[config.mk]
export PLATFORM = sky130hd
export DESIGN_NAME = prog_loader
export DESIGN_NICKNAME = d
export VERILOG_FILES = /design/src/rtl/prog_loader.sv
export SDC_FILE = /design/constraint.sdc
export NUM_CORES = 1
export LEC_CHECK = 0
export CAP_MARGIN = 40
export CORE_MARGIN = 2
export CORE_UTILIZATION = 47
export CTS_CLUSTER_SIZE = 40
export DETAILED_ROUTE_END_ITERATION = 12
export PLACE_DENSITY = 0.75
export SKIP_LAST_GASP = 1
export SLEW_MARGIN = 20
export SYNTH_ARGS = -nofsm -noshare
export SYNTH_HDL_FRONTEND = slang
export SYNTH_SLANG_ARGS = --single-unit
[constraint.sdc]
create_clock -name clk -period 1.9 [get_ports clk]
set_input_delay 0.285 -clock clk [delete_from_list [all_inputs] [get_ports clk]]
set_output_delay 0.285 -clock clk [all_outputs]
set_load 0.02 [all_outputs]
[src/rtl/prog_loader.sv]
// Program-memory loader: takes a header/payload/checksum byte stream and writes
// one instruction per payload byte into program memory, holding the CPU in reset.
module prog_loader #(
  parameter int DATA_SIZE = 6,
  parameter int ADDR_SIZE = 5
) (
  input  logic                 clk,
  input  logic                 rst,
  input  logic                 START,
  input  logic                 IN_VALID,
  input  logic [7:0]           IN_DATA,
  output logic                 IN_READY,
  output logic                 MEM_WE,
  output logic [ADDR_SIZE-1:0] MEM_ADDR,
  output logic [DATA_SIZE-1:0] MEM_DATA,
  output logic                 CPU_HOLD,
  output logic                 BUSY,
  output logic                 DONE,
  output logic                 ERR,
  output logic [2:0]           state_dbg
);

  // Handshake: a byte transfers on a rising edge when IN_VALID && IN_READY;
  // IN_READY is a function of state only and never looks at IN_VALID.

  localparam int CW = ADDR_SIZE + 1;

  typedef enum logic [2:0] {
    S_IDLE = 3'd0,
    S_HDR  = 3'd1,
    S_DATA = 3'd2,
    S_CHK  = 3'd3,
    S_OK   = 3'd4,
    S_FAIL = 3'd5
  } state_t;

  state_t               state_q, state_n;
  logic [CW-1:0]        count_q, count_n;
  logic [ADDR_SIZE-1:0] addr_q, addr_n;
  logic [7:0]           chk_q, chk_n;
  logic                 we_q, we_n;
  logic [ADDR_SIZE-1:0] maddr_q, maddr_n;
  logic [DATA_SIZE-1:0] mdata_q, mdata_n;
  logic                 hold_q, hold_n;
  logic                 done_q, done_n;
  logic                 err_q, err_n;
  logic                 active;
  logic                 accept;

  assign active    = (state_q == S_HDR) || (state_q == S_DATA) || (state_q == S_CHK);
  assign accept    = IN_VALID && active;
  assign IN_READY  = active;
  assign BUSY      = active;
  assign MEM_WE    = we_q;
  assign MEM_ADDR  = maddr_q;
  assign MEM_DATA  = mdata_q;
  assign CPU_HOLD  = hold_q;
  assign DONE      = done_q;
  assign ERR       = err_q;
  assign state_dbg = state_q;

  always_comb begin
    state_n = state_q;
    count_n = count_q;
    addr_n  = addr_q;
    chk_n   = chk_q;
    we_n    = 1'b0;
    maddr_n = maddr_q;
    mdata_n = mdata_q;
    hold_n  = hold_q;
    done_n  = done_q;
    err_n   = err_q;
    case (state_q)
      S_IDLE, S_OK, S_FAIL: begin
        if (START) begin
          done_n  = 1'b0;
          err_n   = 1'b0;
          hold_n  = 1'b1;
          state_n = S_HDR;
        end
      end
      S_HDR: begin
        if (accept) begin
          if (IN_DATA == 8'd0 || int'(IN_DATA) > (1 << ADDR_SIZE)) begin
            err_n   = 1'b1;
            state_n = S_FAIL;
          end else begin
            count_n = CW'(IN_DATA);
            addr_n  = '0;
            chk_n   = 8'd0;
            state_n = S_DATA;
          end
        end
      end
      S_DATA: begin
        if (accept) begin
          we_n    = 1'b1;
          maddr_n = addr_q;
          mdata_n = IN_DATA[DATA_SIZE-1:0];
          // Upper bits are dropped from the write but still protected by the checksum.
          chk_n   = chk_q ^ IN_DATA;
          addr_n  = addr_q + 1'b1;
          count_n = count_q - 1'b1;
          if (count_q == CW'(1)) state_n = S_CHK;
        end
      end
      S_CHK: begin
        if (accept) begin
          if (IN_DATA == chk_q) begin
            done_n  = 1'b1;
            hold_n  = 1'b0;
            state_n = S_OK;
          end else begin
            err_n   = 1'b1;
            state_n = S_FAIL;
          end
        end
      end
      default: state_n = S_IDLE;
    endcase
  end

  always_ff @(posedge clk) begin
    if (rst) begin
      state_q <= S_IDLE;
      count_q <= '0;
      addr_q  <= '0;
      chk_q   <= 8'd0;
      we_q    <= 1'b0;
      maddr_q <= '0;
      mdata_q <= '0;
      hold_q  <= 1'b0;
      done_q  <= 1'b0;
      err_q   <= 1'b0;
    end else begin
      state_q <= state_n;
      count_q <= count_n;
      addr_q  <= addr_n;
      chk_q   <= chk_n;
      we_q    <= we_n;
      maddr_q <= maddr_n;
      mdata_q <= mdata_n;
      hold_q  <= hold_n;
      done_q  <= done_n;
      err_q   <= err_n;
    end
  end

endmodule

# ---- Yosys cells after proc, flatten, opt, wreduce, memory -nomap -nowiden
# Index checks and enable logic that the tools add are counted.
dict set report word_totals {
  reg_bits 37
  inputBits 12
  wordCells 81
}
dict set report classes {
  add_sub_neg 2
  magnitude_cmp 1
  n_eq_ne 16
  n_mux 34
  bitwise_logic 2
  n_reduce_logical 16
}
# cell n
set ops {}
lappend ops {{2-to-1 mux 8 bit} 3}
lappend ops {{2-to-1 mux 3 bit} 6}
lappend ops {{2-to-1 mux 6 bit} 3}
lappend ops {{case mux 8 bit (2 select lines)} 1}
lappend ops {{2-to-1 mux 5 bit} 3}
lappend ops {{2-to-1 mux 1 bit} 12}
lappend ops {{!= test 2 bit (second input constant)} 6}
lappend ops {{case mux 3 bit (4 select lines)} 1}
lappend ops {{case mux 6 bit (2 select lines)} 1}
lappend ops {{case mux 5 bit (2 select lines)} 1}
lappend ops {{== test 8 bit} 1}
lappend ops {{> comparator 8 x 6 -> 1 bit (second input constant)} 1}
lappend ops {{zero test 8 bit} 1}
lappend ops {{AND reduction 4 bit} 2}
lappend ops {{XOR 8 bit} 1}
lappend ops {{== test 3 x 2 -> 1 bit (second input constant)} 2}
lappend ops {{== test 3 bit (second input constant)} 2}
lappend ops {{== test 6 x 1 -> 1 bit (second input constant)} 1}
lappend ops {{!= test 2 x 1 -> 1 bit (second input constant)} 3}
lappend ops {{AND reduction 6 bit} 1}
lappend ops {{subtractor 6 x 1 -> 6 bit (second input constant)} 1}
lappend ops {{adder 5 x 1 -> 5 bit (second input constant)} 1}
lappend ops {{AND reduction 5 bit} 1}
lappend ops {{case mux 1 bit (2 select lines)} 2}
lappend ops {{11 further kinds} 14}

# ---- Depth between registers and ports, before layout
dict set report logic_depth {
  ltp_word 6
  ltp_mapped 7
}

# ---- Least setup slack after synthesis
# OpenSTA, ideal clock, no wires.
dict set report synth_timing {
  path_type {flip-flop to flip-flop}
  start {register state_q[1], in the netlist state_dbg[1]}
  end {register count_q[5]}
  setup_ps 132
  arrival_ps 1730
  required_ps 1768
  path_slack_ps 38
  path_stages_with_launch 8
  path_buffers 3
  cell_sequence {dfxtp_1 -> clkbuf_1 -> nor3b_2 -> nand2_1 -> clkbuf_1 -> buf_2 -> a21oi_1 -> o32ai_1}
}
dict set report synth_via {
  elab_chain_cells 6
  word_cells_on_any_way 12
  classes_between {eq/ne (6); mux (1); reduce/logical (5)}
}
# element line
set synth_rtl {}
lappend synth_rtl {{start, declared} 37} ;# state_t state_q, state_n;
lappend synth_rtl {{start signal, assigned} 136} ;# state_q <= state_n;
lappend synth_rtl {{== test 3 x 1 -> 1 bit / == test 3 x 2 -> 1 bit (equally long branches)} {50, 73}}
lappend synth_rtl {{logical OR 1 bit (2 in a row)} 50} ;# assign active = (state_q == S_HDR) || (state_q == S_DATA) || (state_q == S_CHK);
lappend synth_rtl {{logical AND 1 bit} 51} ;# assign accept = IN_VALID && active;
lappend synth_rtl {{!= test 2 bit (no source line)} n/a}
lappend synth_rtl {{AND reduction 4 bit (no source line)} n/a}
lappend synth_rtl {{end signal, assigned} 137} ;# count_q <= count_n;
lappend synth_rtl {{end, declared} 38} ;# logic [CW-1:0] count_q, count_n;
# Several ways; a longest one is shown, not always the timed one.
# A chain may end at the register's enable or synchronous reset.

# ---- Worst setup path after layout
dict set report layout_timing {
  start {input IN_DATA[2]}
  end {register count_q[0]}
}
dict set report layout_via {
  elab_chain_cells 4
  word_cells_on_any_way 5
  classes_between {order compare (1); eq/ne (1); reduce/logical (3)}
}
# element line
set layout_rtl {}
lappend layout_rtl {{start, declared} 11} ;# input logic [7:0] IN_DATA,
lappend layout_rtl {{> comparator 8 x 6 -> 1 bit / zero test 8 bit (equally long branches)} 84} ;# if (IN_DATA == 8'd0 || int'(IN_DATA) > (1 << ADDR_SIZE)) begin
lappend layout_rtl {{logical OR 1 bit *} 84}
lappend layout_rtl {{!= test 2 bit (no source line) *} n/a}
lappend layout_rtl {{AND reduction 4 bit (no source line) *} n/a}
# Every way passes the cells marked *; elsewhere a longest branch is shown, timed or not.

==> results.sh <==
export IMPL_min_path_type="input pin to flop"
export IMPL_synthTopCellsByArea="dfxtp_1 (40%), a21oi_1 (12%), nand2_1 (7.6%)"
export IMPL_core_mm2=0.00374
export IMPL_grt_max_degree=26
export IMPL_synth_top_area_share=0.397
export IMPL_cts_tree="yes"
export IMPL_diodes=0
export IMPL_worstPathMaxFanout=5
export IMPL_syn_num_nets=254
export IMPL_fin_cells=336
export IMPL_synth_area_mm2=0.00187
export IMPL_synth_async_reset_ratio=0
export IMPL_powerDensity_mw_per_mm2=725
export IMPL_num_nets_final=302
export IMPL_hold_violations=0
export IMPL_worst_pin_slew_ps=466
export IMPL_hold_buffers=0
export IMPL_syn_inst=239
export IMPL_die_area_mm2=0.00449
export IMPL_setup_viol=0
export IMPL_cts_made_buffers=5
export IMPL_drv_slew=0
export IMPL_crit_path_end_kind="flop"
export IMPL_p_comb_frac=0.116
export IMPL_antenna_found_initial=0
export IMPL_route_detailed_drc=0
export IMPL_port_buffers=31
export IMPL_worst_endpoint_arrival_ps=2020
export IMPL_required_ps=2080
export IMPL_cts_sinks=37
export IMPL_dp_cells=324
export IMPL_fmax_ghz=0.542
export IMPL_netSwitchingFraction=0.236
export IMPL_vias=1892
export IMPL_yosysWarnings=0
export IMPL_cap_violations=0
export IMPL_postLayoutCoreUtil=0.681
export IMPL_pwr_share_clk=0.454
export IMPL_drive_gt1_frac=0.163
export IMPL_dr_pass1_iters=4
export IMPL_p_int_w=0.00141
export IMPL_grt_pass1_wl_um=8000
export IMPL_ir_drop_v=0.000679
export IMPL_synthFlopType="dfxtp_1"
export IMPL_rr_worst_depth=5
export IMPL_pwr_share_seq=0.430
export IMPL_pin_count=32
export IMPL_outcome="complete, no violations"
export IMPL_ctsLongestPathBuffers=2
export IMPL_grt_util_all_layers=0.234
export IMPL_min_path_cells=4
export IMPL_clk_pin_slew_worst_paths_ps=80
export IMPL_drt_iter0_drc=131
export IMPL_ys_seq_elements=37
export IMPL_initial_core_util=0.498
export IMPL_post_drt_wl_per_cell_um=14.4
export IMPL_routed_wl_um=4840
export IMPL_hold_slack_ps=443
export IMPL_final_period_utilization=0.971
export IMPL_yosys_top_cells_count="a21oi_1 (43), nand2_1 (38), dfxtp_1 (37)"
export IMPL_grt_pass1_vias=1691
export IMPL_slew_headroom=0.686
export IMPL_die_width_um=67
export IMPL_die_height_um=67
export IMPL_syn_area_per_cell_um2=7.81
export IMPL_synth_edf_count=0
export IMPL_overflow=0
export IMPL_synthToLayoutAreaGrowth_pct=36.8
export IMPL_yosysSeqAreaShare=0.397
export IMPL_min_period_ps=1850
export IMPL_ctsHtreeMaxLevel=2
export IMPL_fin_worst_skew_ps=4.40
export IMPL_synth_most_common_cell="a21oi_1"
export IMPL_clock_latency_ps=300
export IMPL_critPathKind="input pin to flop"
export IMPL_power_total_w=0.00185
export IMPL_synth_area_leader_cell="dfxtp_1"
export IMPL_rows=22
export IMPL_ant_nets=0
export IMPL_p_leak_nw=0.932
export IMPL_viasPerCell=5.63
export IMPL_critPathLaunchType="input pin"
export IMPL_p_switching_w=0.000437
export IMPL_synth_cell_type_count=44
export IMPL_place_hpwl_um=3190
export IMPL_root_buffer="clkbuf_8"
export IMPL_gp_congestion=0.860
## final timing paths
check | slack [ps] | end | from
worst min-delay path | 440 | MEM_DATA[4]$_SDFFE_PP0P_ | IN_DATA[4]
worst max-delay path | 50 | count_q[0]$_SDFFE_PP0P_ | IN_DATA[2]
worst min register to register | 460 | MEM_ADDR[2]$_SDFFE_PP0P_ | MEM_ADDR[2]$_SDFFE_PP0P_
worst max register to register | 70 | count_q[4]$_SDFFE_PP0P_ | state_dbg[0]$_SDFFE_PP0P_
## power groups by stage
stage               clock (W)  combinational (W)  sequential [W]
global route         0.000879           0.000232        0.000797
finish               0.000839           0.000215        0.000795
CTS                  0.000851           0.000207        0.000795
detailed placement          0           0.000204        0.000813
floorplan                   0          0.0000978        0.000818
global placement            0           0.000202        0.000813
## per-layer routing
layer  vias up  share of wire  wire length [um]  GRT usage
met4         0         0.0087                42     0.0638
met5         -              0                 0          0
met1       881           0.49              2350      0.337
met2        51           0.45              2180      0.345
met3         6          0.055               265     0.0574
li1        954              -                 -          -
## cells by family (layout without fill, tap and decap cells)
logic type,after synthesis,in the layout,share of synthesized area
and+or+nand+nor,100,102,0.272
DFF,37,37,0.397
buffers and inverters,20,67,0.0503
muxes,1,1,0.00537
xor gates and xnor gates,8,8,0.0376
AOI/OAI and AO/OA,70,70,0.218
adders and majority gates,3,3,0.0201
## critical path, cell delays in order
cell           delay (ps)
dlygate4sd2_1         270
or4_4                 550
or3_4                 400
and4_4                220
o2111ai_2             170
o311ai_1              120
## final cells by class
class	instances	area, um^2
repair buffers	55	517
fillers	333	1190
multi-input cells	184	1080
well taps	48	60.1
clock buffers	5	68.8
inverters	4	15.0
flip-flops and latches	37	741
clock inverters	3	68.8
## placed cells by master, fill, tap and decap left out, drive strengths merged, types with 3 or more instances in the layout
cell type / n
o311ai: 3
dfxtp: 37
buf: 24
a21oi: 43
o32ai: 3
dlygate4sd2: 3
o21ai: 12
ha: 3
clkdlybuf4s50: 26
inv: 5
clkbuf: 5
nand3: 9
nand4: 4
nand2: 39
nor2: 16
or3: 3
nand2b: 4
nor3b: 3
nor3: 15
xnor2: 8
## registers in the layout, summed over array words and instances, names as in the netlist
name,count
MEM_DATA,6
MEM_WE,1
state_dbg,3
MEM_ADDR,5
count_q,6
CPU_HOLD,1
chk_q,8
ERR,1
addr_q,5
DONE,1
## metrics by stage
step	setup TNS (ps)	setup WS (ps)	area [um^2]
5_1_grt	-35.6	-35.6	2550
2_1_floorplan	0	38.1	1870
3_3_place_gp	-7080	-389	2350
6_report	0	54.6	2550
4_1_cts	0	40.3	2510
3_5_place_dp	-7450	-422	2350
## what timing repair did
action,4_1_cts,5_1_grt
endpoints found under the setup margin,9,11
resized for setup,7,5
pin swaps,1,4
setup buffers,1,1
cloned,1,1
No activity file was read; power rests on OpenSTA's default activity.
==> variant 1: new RTL, same settings <==
Change the parameter `DATA_SIZE` from 6 to 8.
--- a/src/rtl/prog_loader.sv
+++ b/src/rtl/prog_loader.sv
@@ -1,7 +1,7 @@
 // Program-memory loader: takes a header/payload/checksum byte stream and writes
 // one instruction per payload byte into program memory, holding the CPU in reset.
 module prog_loader #(
-  parameter int DATA_SIZE = 6,
+  parameter int DATA_SIZE = 8,
   parameter int ADDR_SIZE = 5
 ) (
   input  logic                 clk,
Ports: changed (resized MEM_DATA); port bits go from 32 to 34. No check against the original RTL was run, so the function may have changed too.
==> variant 1 against the original RTL <==
Register-to-register slack got worse by 0.02 ns. Synthesized area up 3.2%. Cell area grew 5.1%. Maximum frequency down 0.40%. Routed wire length increased by 5.4%. Critical endpoint is now state_dbg[0]. Critical path type is now reg2reg. Sequential cell count grew 2. Setup slack got worse by 0.0074 ns.
Power is not compared: it rests on default switching activity, and its combinational part moved more than twofold at a synthesized area within 25%.
==> variant 1: results (changes against the original RTL) <==
Ant diodes - 0 (unchanged)
Reg-to-reg endpoint - state_dbg[0]
Initial antenna violation count - 0 (unchanged)
Hold-critical path endpoint - MEM_DATA[1]
GRT Total Usage - 23.9% (+0.47 points)
R2r worst-path depth - 6 (+1)
DP Worst Slack - -0.578 ns (-0.155 ns)
Cell variety after synth - 41 (-6.8%)
Synth Net Count - 270 (+6.3%)
Share of layout cells above drive strength 1 - 22.2% (+5.9 points)
Mapped Cells - 255 (+6.7%)
Worst Clk Skew - 0.00329 ns (-0.00110 ns)
Layout Nets - 325 (+7.6%)
Total number of vias - 1958 (+3.5%)
Tcrit/Tclk final - 97.5% (+0.39 points)
Gpl congestion - 0.913 (+6.3%)
I/O Buffers - 33 (+6.5%)
Placed cells - 350 (+8.0%)
Initial DRC Count - 86 (-34%)
Post-DP Area - 0.00250 sq mm (+6.3%)
Hold_sp - IN_DATA[1]
Seq/Total Area, Yosys - 40.5% (+0.84 points)
Global-route wire length before repair - 8.30 mm (+3.7%)
Flop-to-flop setup slack - 0.05 ns (-0.02 ns)
Largest net degree at the start of global routing - 25 (-3.8%)
Reg2reg start - chk_q[3]
WP data arrival - 2.04 ns (+0.02 ns)
CP max FO - 3 (-2)
Routed WL per cell - 14.1 um (-1.9%)
Vias in the first global route - 1841 (+8.9%)
Relative slew slack - 72.2% (+3.7 points)
Most frequent cells after synthesis - nand2_1 (40), dfxtp_1 (39), a21oi_1 (31)
Clock tree buffer depth - 2 (unchanged)
Worst hold slack - 0.351 ns (-0.0919 ns)
Synth top area cells - dfxtp_1 (41%), a21oi_1 (8.1%), nand2_1 (7.8%), nor2_1 (5.3%), clkbuf_1 (3.3%)
Outcome - finished, final reports clean
Via density - 5.42 (-3.7%)
Post-DP HPWL - 3.38 mm (+5.9%)
[variant 1: power breakdown]
group | switching [mW] | internal (mW)
registers | 0.0667 | 0.872
logic | 0.369 | 0.337
clock network | 0.292 | 0.256
[variant 1: area by class of cell]
cell class / instances / area (sq um)
fill: 349 / 1290
multi-input combinational: 192 / 1130
sequential: 39 / 787
timing repair buffer: 68 / 597
clock buffer: 6 / 72.6
tap: 50 / 62.6
inverter: 4 / 15.0
clock inverter: 2 / 12.5
[variant 1: per-layer routing]
layer / GRT usage [%] / wire length, um / share of wire [%]
met2: 37.7 / 2350 / 46
met1: 31.0 / 2360 / 46
met4: 11.3 / 94 / 1.8
met5: 0 / 0 / 0
met3: 4.93 / 297 / 5.8
[variant 1: logic make-up (layout without fill, tap and decap cells)]
group	count (synthesis)	in the layout	synth area share [%]
and+or+nand+nor	120	120	30.3
xor gates and xnor gates	4	4	1.82
buffers and inverters	24	80	5.13
AOI/OAI and AO/OA	65	65	20.2
adders and majority gates	3	3	1.95
DFF	39	39	40.5
[variant 1: worst max-delay path, delay by kind of cell, from the launching register on]
kind	cells	cell delay, ns
AND/OR/NAND/NOR	3	0.68
AO/OA/AOI/OAI	2	0.57
flip-flops	1	0.35
buffers and inverters	1	0.16
[variant 1: worst max path at each step]
stage	end	from
after floorplan	CPU_HOLD	IN_DATA[0]
after global placement	chk_q[7]	IN_DATA[1]
after detailed placement	chk_q[7]	IN_DATA[1]
after CTS	CPU_HOLD	chk_q[3]
after global routing	state_dbg[1]	IN_DATA[5]
final	state_dbg[0]	chk_q[3]
[variant 1: repair_timing]
action,CTS,global route
hold buffers,0,0
setup buffers,2,0
pin swaps,7,7
setup endpoints to repair,27,17
gates cloned,1,0
endpoints found under the hold margin,0,0
resized for setup,21,17
==> variant 2: new RTL, same settings <==
Made on the original files. Reset style: asynchronous (`rst`), changed in one clocked block.
--- a/src/rtl/prog_loader.sv
+++ b/src/rtl/prog_loader.sv
@@ -120,7 +120,7 @@
     endcase
   end
 
-  always_ff @(posedge clk) begin
+  always_ff @(posedge clk or posedge rst) begin
     if (rst) begin
       state_q <= S_IDLE;
       count_q <= '0;
Function: differs if rst is asserted again (counterexample within 4 cycles, from zero or initial values and one cycle with rst high); with rst held inactive, the same outputs for 10 cycles.
==> variant 2 against the original RTL <==
Setup slack better by 0.062 ns. Largest cell class unchanged. Critical path depth rose by 1. Synthesized area grew 7.9%. Routed wire length is 6.9% lower. Core utilization down 3.6 points. Critical endpoint is now count_q[0]. Cell area increased by 2.6%. Sequential cell count did not move. Count of clock-buffer cells in the layout stayed put. Final cell count decreased by 8.3%. Non-clock buffer count decreased by 2. Via count shrank 12%.
Power is not compared: it rests on default switching activity, and its combinational part moved more than twofold at a synthesized area within 25%.
==> variant 2: results (changes against the original RTL) <==
Outcome - finished, final reports clean
Later-pin clock latency in the skew report - 0.29 ns
First-pass DRT Iterations - 4 (unchanged)
Seq/Total Area, Yosys - 46.0% (+6.3 points)
Post-DP Area - 0.00250 sq mm (+6.7%)
Initial DRC Count - 124 (-5.3%)
Gpl congestion - 0.785 (-8.6%)
Worst Clk Skew - 0.00715 ns (+0.00276 ns)
Cell variety after synth - 45 (+2.3%)
Reg-to-reg endpoint - state_dbg[0]
Share of layout cells above drive strength 1 - 19.4% (+3.1 points)
Setup Viol. Count Final - 0 (unchanged)
H-tree Lvls - 2 (unchanged)
Cts bufs inserted - 5 (unchanged)
Main synth FF type - dfrtp_1
Routed WL per cell - 14.6 um (+1.6%)
Largest reg by FF count - chk_q
Synth Net Count - 224 (-12%)
Layout Nets - 273 (-9.6%)
I/O Buffers - 31 (unchanged)
Internal Power - 1.82 mW
Ant diodes - 0 (unchanged)
P_leak - 1.21 nW
Via density - 5.44 (-3.5%)
WP data arrival - 1.97 ns (-0.05 ns)
FFs w/ async S/R, synth - 100% (+100 points)
Clock tree root driver cell - clkbuf_8
CP max FO - 7 (+2)
Max reg flops - 8 (unchanged)
Reg2reg start - state_dbg[2]
Vias in the first global route - 1581 (-6.5%)
R2r worst-path depth - 5 (unchanged)
Most frequent cells after synthesis - dfrtp_1 (37), nand2_1 (33), a21oi_1 (15)
Clk pin slew, worst setup/hold paths - 0.08 ns (about the same)
Global-route wire length before repair - 7.75 mm (-3.2%)
Largest net degree at the start of global routing - 38 (+46%)
Post_cts resized - 1 (-6)
Flop-to-flop setup slack - 0.18 ns (+0.11 ns)
Post-DP HPWL - 3.22 mm (+1.0%)
Worst hold-check path type - in2async
Relative slew slack - 68.0% (-0.56 points)
Peak VDD IR - 0.600 mV
Clock tree buffer depth - 2 (unchanged)
GRT Total Usage - 20.2% (-3.2 points)
Ys Warns - 0 (unchanged)
Initial antenna violation count - 0 (unchanged)
Synth top area cells - dfrtp_1 (46%), nand2_1 (6.2%), nor3b_1 (4.1%), a21oi_1 (3.7%), a21oi_2 (3.5%)
Gr ovfl total - 0 (unchanged)
Setup Buffers After CTS - 0 (-1)
-- variant 2: how the worst max path moves through the flow --
stage                 start      endpoint  slack (ns)
2_1_floorplan  state_dbg[2]  state_dbg[0]        0.14
3_3_place_gp     IN_DATA[2]    count_q[0]       -0.16
3_5_place_dp     IN_DATA[2]    count_q[0]       -0.20
4_1_cts        state_dbg[2]      IN_READY        0.05
5_1_grt        state_dbg[2]      chk_q[7]        0.02
6_report         IN_DATA[2]    count_q[0]        0.12
-- variant 2: logic make-up after synthesis --
logic type / share of synthesized area (%)
AOI/OAI and AO/OA: 18.3
buffers and inverters: 4.41
xor gates and xnor gates: 3.92
DFF: 46.0
adders and majority gates: 1.86
and+or+nand+nor: 22.8
muxes: 2.67
-- variant 2: area by class of cell --
class / count / area (sq um)
Fill cell: 360 / 1440
Clock inverter: 2 / 35.0
Clock buffer: 5 / 68.8
Sequential cell: 37 / 927
Timing Repair Buffer: 53 / 493
Inverter: 8 / 30.0
Tap cell: 50 / 62.6
Multi-Input combinational cell: 153 / 1000
-- variant 2: power groups by stage --
stage | Sequential [mW] | Clock, mW | Combinational [mW]
after floorplan | 1.11 | 0 | 0.645
after detailed placement | 1.08 | 0 | 1.07
after global routing | 1.10 | 0.709 | 1.18
final | 1.07 | 0.658 | 1.07
after global placement | 1.08 | 0 | 1.06
after CTS | 1.07 | 0.682 | 1.07
-- variant 2: critical path, stage by stage --
cell and delay (ns):
clkdlybuf4s50_1 0.48, nor4_2 0.31, a2111o_1 0.26, nand4b_4 0.14, and2b_4 0.22, buf_12 0.14, a21o_1 0.14
-- variant 2: per-stage QoR --
stage          hold WS [ns]  instances  worst slack, ns  util [%]  TNS, ns
6_report              0.400        308            0.116      64.5        0
5_1_grt               0.472        308           0.0245      64.5        0
4_1_cts               0.409        308           0.0474      64.3        0
3_5_place_dp          0.465        301           -0.197      61.7    -2.94
3_3_place_gp          0.466        301           -0.157      61.7    -2.41
2_1_floorplan         0.390        209            0.138         -        0
-- variant 2: layer usage --
layer | vias up | share of wire (%) | global-route usage, %
met4 | 0 | 1.6 | 6.54
li1 | 829 | - | -
met5 | - | 0 | 0
met3 | 7 | 5.7 | 4.94
met2 | 44 | 46 | 31.4
met1 | 794 | 47 | 28.0
